`src/rtl/pc_sequencer.sv`:
```
// Program-counter sequencer: sequential fetch, relative branch, absolute jump,
// and call/return through a circular return-address stack.
module pc_sequencer #(
    parameter logic [15:0] RESET_VECTOR = 16'h0000,
    parameter int unsigned RAS_DEPTH    = 4
) (
    input  logic        clk,
    input  logic        rst_n,
    input  logic        stall,
    input  logic        branch_taken,
    input  logic [15:0] branch_off,
    input  logic        jump,
    input  logic        call,
    input  logic        ret,
    input  logic [15:0] target,
    output logic [15:0] pc,
    output logic [15:0] pc_plus1,
    output logic        ras_empty,
    output logic        ras_full,
    output logic        ras_err
);

    localparam int unsigned PTR_W = (RAS_DEPTH > 1) ? $clog2(RAS_DEPTH) : 1;
    localparam int unsigned CNT_W = PTR_W + 1;

    logic [15:0]      pc_q;
    logic [15:0]      pc_next;
    logic [15:0]      stack [RAS_DEPTH];
    logic [PTR_W-1:0] wr_ptr;
    logic [PTR_W-1:0] wr_ptr_next;
    logic [PTR_W-1:0] top_ptr;
    logic [CNT_W-1:0] cnt;
    logic [CNT_W-1:0] cnt_next;
    logic             err_q;
    logic             err_next;
    logic             push;

    assign pc        = pc_q;
    assign pc_plus1  = pc_q + 16'd1;
    assign ras_empty = (cnt == '0);
    assign ras_full  = (cnt == CNT_W'(RAS_DEPTH));
    assign ras_err   = err_q;
    assign top_ptr   = wr_ptr - PTR_W'(1);

    // wr_ptr always names the next slot to write; when the stack is full it
    // coincides with the oldest entry, so a push there overwrites it.
    always_comb begin
        pc_next     = pc_q;
        wr_ptr_next = wr_ptr;
        cnt_next    = cnt;
        err_next    = err_q;
        push        = 1'b0;
        if (stall) begin
            pc_next = pc_q;
        end else if (ret) begin
            if (ras_empty) begin
                pc_next  = pc_plus1;
                err_next = 1'b1;
            end else begin
                pc_next     = stack[top_ptr];
                wr_ptr_next = top_ptr;
                cnt_next    = cnt - CNT_W'(1);
            end
        end else if (call) begin
            pc_next     = target;
            push        = 1'b1;
            wr_ptr_next = wr_ptr + PTR_W'(1);
            if (ras_full) begin
                err_next = 1'b1;
            end else begin
                cnt_next = cnt + CNT_W'(1);
            end
        end else if (jump) begin
            pc_next = target;
        end else if (branch_taken) begin
            pc_next = pc_plus1 + branch_off;
        end else begin
            pc_next = pc_plus1;
        end
    end

    always_ff @(posedge clk) begin
        if (!rst_n) begin
            pc_q   <= RESET_VECTOR;
            wr_ptr <= '0;
            cnt    <= '0;
            err_q  <= 1'b0;
        end else begin
            pc_q   <= pc_next;
            wr_ptr <= wr_ptr_next;
            cnt    <= cnt_next;
            err_q  <= err_next;
        end
    end

    always_ff @(posedge clk) begin
        if (rst_n && push) begin
            stack[wr_ptr] <= pc_plus1;
        end
    end

endmodule
```
`config.mk`:
```
export PLATFORM = sky130hd
export DESIGN_NAME = pc_sequencer
export DESIGN_NICKNAME = d
export VERILOG_FILES = /design/src/rtl/pc_sequencer.sv
export SDC_FILE = /design/constraint.sdc
export NUM_CORES = 1
export LEC_CHECK = 0
export ABC_AREA = 1
export CORE_ASPECT_RATIO = 0.6
export CORE_MARGIN = 10
export CORE_UTILIZATION = 45
export DETAILED_ROUTE_END_ITERATION = 6
export PLACE_DENSITY = 0.75
export SLEW_MARGIN = 30
export SYNTH_ARGS = -nofsm -noshare
export SYNTH_HDL_FRONTEND = slang
export SYNTH_SLANG_ARGS = --single-unit
```
`constraint.sdc`:
```
create_clock -name clk -period 5.6 [get_ports clk]
set_input_delay 1.12 -clock clk [delete_from_list [all_inputs] [get_ports clk]]
set_output_delay 1.12 -clock clk [all_outputs]
set_load 0.1 [all_outputs]
```
Word-level counts from Yosys, hierarchy flattened
Memory sizes are Yosys's and may differ from the RTL's.
Index checks and enable logic that the tools add are counted.
W data, S select, Z words.
{ "word_totals": {"reg_bits": 22, "ram_bits": 64, "in_bits": 39, "output_inout_bits": 35, "mem_count": 1} }
{ "classes": {"addsub": 6, "n_eq_ne": 4, "n_mux": 21, "bitwise": 1, "reduce_logical": 7} }
{ "memory_table": {"columns": ["name", "words", "word_bits", "rd", "rd_clocked_by_memory_dff", "wr", "line", "text"], "rows": [
  ["stack", 4, 16, 1, 0, 1, "28", "logic [15:0] stack [RAS_DEPTH];"]
]} }
{ "ops": {"columns": ["op", "n"], "rows": [
  ["$mux W16", 5],
  ["$add A16 B1 Y16 const B", 1],
  ["$add A16 B16 Y16", 1],
  ["$mux W3", 4],
  ["$mux W1", 9],
  ["$reduce_and A4 Y1", 2],
  ["$mux W2", 3],
  ["$ne A2 B2 Y1 const B", 2],
  ["$reduce_bool A2 Y1", 2],
  ["$add A3 B1 Y3 const B", 1],
  ["$eq A3 B3 Y1 const B", 1],
  ["$logic_not A3 Y1", 1],
  ["$reduce_and A3 Y1", 1],
  ["$sub A3 B1 Y3 const B", 1],
  ["$add A2 B1 Y2 const B", 1],
  ["$ne A2 B1 Y1 const B", 1],
  ["$sub A2 B1 Y2 const B", 1],
  ["$logic_and A1 B1 Y1", 1],
  ["$not A1 Y1", 1]
]} }

Logic depth before layout (Yosys ltp)
{ "depth": {"depth_word": 6, "depth_mapped": 24} }

Worst setup path after synthesis
OpenSTA, ideal clock, no wires.
{ "synth_path": {"path_kind": "reg2reg", "startpoint": "register pc_q[0], in the netlist pc[0]", "endpoint": "register pc_q[13], in the netlist pc[13]", "setup_ns": 0.119, "arrival_time_ns": 4.907, "t_required_ns": 5.481, "path_slack_ns": 0.574, "stages_incl_launch_ff": 18, "path_cell_list": "dfxtp_1 inv_2 nor2_1 nand2_2 xor2_1 ha_1 nand2_1 inv_1 a21oi_1 nor2_1 nor2_1 nand2_1 nand2_1 nand3_1 nand2_1 nand2_1 a21oi_1 nor2_1"} }
{ "synth_between": {"elab_chain_len": 6, "elab_cells_between_ends": 7, "classes_between": "add/sub (2); mux (5)"} }
{ "synth_lines": {"columns": ["item", "line", "text"], "rows": [
  ["from (decl)", "26", "logic [15:0] pc_q;"],
  ["from (signal assigned)", "89", "pc_q <= pc_next;"],
  ["$add A16 B1 Y16", "39", "assign pc_plus1 = pc_q + 16'd1;"],
  ["via pc_plus1[0]", "17", "output logic [15:0] pc_plus1,"],
  ["$add A16 B16 Y16", "76", "pc_next = pc_plus1 + branch_off;"],
  ["$mux W16", "75", "end else if (branch_taken) begin"],
  ["$mux W16", "73", "end else if (jump) begin"],
  ["$mux W16", "64", "end else if (call) begin"],
  ["$mux W16", "55", "end else if (ret) begin"]
]} }
The timed path passes the listed nets, and every way through them passes these cells.
A chain may end at the register's enable or synchronous reset.

Worst setup path after layout
{ "layout_path": {"startpoint": "register pc_q[6], in the netlist pc[6]", "endpoint": "output pc_plus1[11]"} }
{ "layout_between": {"elab_chain_len": 1} }
{ "layout_lines": {"columns": ["item", "line"], "rows": [
  ["$add A16 B1 Y16", "39"],
  ["to (decl)", "17"]
]} }
Every way passes these cells.

==> impl_metrics.csv <==
group,metric,value,unit
cts,cts_tree,"yes",
placed_design,port_buffers,73,
global_route,grt_overflow_total,0,
worst_setup_path,critPathKind,"flip-flop to output pin",
final_layout,nNetsFinal,771,
cts,cts_hold_buffers,0,
synth,syn_avg_cell_area,8.18,µm²
detailed_routing,first_pass_iters,5,
global_route,grt_max_degree,37,
timing,clock.fmax,240,MHz
synth,ys_seq_elements,86,
status,outcome,"completed",
pwr,power,1.96,mW
final_layout,final_common_cell,"nand2_1",
detailed_routing,drc_errors,0,
die,io-pin-count,74,
pwr,ir_drop,0.000193,V
placed_design,placed_cells,855,
placed_design,gp_congestion,0.913,
synth,synth_seq_area_share,0.455,
placed_design,dp_hpwl,12.1,mm
worst_setup_path,worstSetupStartpointType,"flip-flop",
cts,clockRootBuffer,"clkbuf_16",
detailed_routing,wl_met1,7.46,mm
cts,cts_setup_buffers,0,
cts,h-tree-depth,3,
synth,synth_cell_types,43,
detailed_routing,routed_wirelength,16.1,mm
synth,async_flop_share,0,
cts,clock-sinks,86,
synth,yosys_warnings,0,
cts,clkLatencyLatePin,0.34,ns
die,die_w,159,µm
placed_design,pre_cts_ws,1.70,ns
final_layout,layout_common_cells,"nand2_1 (151), clkdlybuf4s50_1 (72), nor2_1 (70), inv_1 (66), edfxtp_1 (64)",
global_route,grt_antenna_before_repair,0,
cts,path_clk_slew,0.07,ns
timing,hold_viol_final,0,
die,die-area,0.0164,mm²
timing,max_slew_margin,0.325,
worst_setup_path,crit_path_max_fanout,9,
synth,synth_area,0.00519,mm²
timing,finalWorstSetupSlack,1.44,ns
global_route,grt_pass1_vias,4576,
detailed_routing,vias,4776,
worst_setup_path,arrival,3.04,ns
cts,ctsResizeCount,0,
final_layout,drive_above_1_share,0.0647,
detailed_routing,routed.top_layer,"met4",
detailed_routing,dr_wl_met2,6.70,mm
detailed_routing,wl_per_cell,18.5,µm
global_route,grt_usage,0.202,
worst_setup_path,end_kind,"output pin",
worst_hold_path,hold_class,"flip-flop to flip-flop",
detailed_routing,drt_iter0_drc,514,
cts,cts.path.max_buffers,2,
synth,synth_edf_count,64,
worst_setup_path,cp_data_required_time,4.48,ns
synth,synth_cells,634,
cts,cts_buffers,9,
final_layout,fin_cells,871,
placed_design,placed_area,0.00606,mm²
die,core,0.0113,mm²
synth,synth_fp_nets,699,
die,row_count,30,
flow_run,drv_cap,0,
final_layout,n_antenna_cell,0,
timing,fin_worst_skew,0.0112,ns
timing,min_period,4.16,ns
detailed_routing,ant_nets,0,
timing,tightest_slew,1.01,ns
final_layout,post-route-util,0.561,
timing,rsz0062_at_grt,"false",
timing,hold_slack,0.467,ns
timing,slew_viol_final,0,
detailed_routing,viasPerCell,5.48,
final_layout,syn_to_final_growth,22.1,%
timing,period_share,0.743,
die,die-height,103,µm
global_route,grt_pass1_wl,25.2,mm
pwr,power_density,309,mW/mm²
pwr,cellLeakagePower,2.64,nW
die,start_util,0.459,
detailed_routing,wl_met3,1.63,mm
timing,setup_tns,0,ns
timing,finalSetupViolCount,0,
final_layout,stdcell_area,0.00634,mm²
synth,synthFlopType,"edfxtp_1",
[worst max-delay path, cell delays in order, from the launching register on]
cell and delay, ns:
dfxtp_1 0.49, nand2_2 0.12, nor2_4 0.12, nand2_2 0.12, nor2_4 0.12, xor2_2 0.46
clkdlybuf4s50_1 1.25
[cells in the mapped netlist, types with 4 or more instances]
cell,n,share of area
inv_2,4,0.0029
xor2_1,11,0.019
dfxtp_1,22,0.085
o22ai_1,12,0.014
nand2_1,151,0.11
clkbuf_1,11,0.0080
edfxtp_1,64,0.37
nor2_1,70,0.051
o211ai_1,9,0.013
a221oi_1,6,0.010
nand4_1,4,0.0048
inv_1,66,0.048
ha_1,24,0.058
o21bai_1,6,0.0087
a21oi_1,44,0.042
buf_2,5,0.0048
a211oi_1,4,0.0058
o21ai_0,60,0.058
nand3_1,20,0.019
[cell type report]
class / instances / area [µm²]
well taps: 160 / 200
clock buffers: 9 / 225
fillers: 1023 / 4960
clock inverters: 7 / 47.5
inverters: 70 / 263
repair buffers: 83 / 801
flip-flops and latches: 86 / 2360
multi-input cells: 456 / 2440
[power breakdown]
| group | total [mW] | internal (mW) | switching [mW] | leakage (nW) |
|---|---|---|---|---|
| clock | 0.558 | 0.302 | 0.256 | 0.137 |
| sequential | 0.735 | 0.712 | 0.0229 | 0.765 |
| combinational | 0.664 | 0.180 | 0.484 | 1.74 |
[worst paths after layout]
| path | from | slack [ns] | cells past startpoint | to |
|---|---|---|---|---|
| min | ras_err$_SDFFE_PN0P_ | 0.47 | 2 | ras_err$_SDFFE_PN0P_ |
| max | pc[6]$_SDFFE_PN0N_ | 1.44 | 6 | pc_plus1[11] |
| min reg2reg | ras_err$_SDFFE_PN0P_ | 0.47 | 2 | ras_err$_SDFFE_PN0P_ |
| max reg2reg | pc[0]$_SDFFE_PN0N_ | 2.53 | 16 | pc[9]$_SDFFE_PN0N_ |
[cells by family after synthesis]
logic type               share of synthesized area
AND/OR/NAND/NOR                              0.210
AO/OA/AOI/OAI                                0.169
buffers and inverters                       0.0750
flip-flops                                   0.455
adder cells (fa/ha/maj)                     0.0656
XOR/XNOR                                    0.0251
[registers in the layout, indices dropped and copies added (netlist names)]
register	count
cnt	3
pc	16
ras_err	1
stack	64
wr_ptr	2
[routing by layer]
metal / up-vias / track usage
li1: 2295 / -
met5: - / 0
met2: 226 / 0.289
met3: 30 / 0.0545
met1: 2225 / 0.289
met4: 0 / 0.0609
No activity file was read; power rests on OpenSTA's default activity.
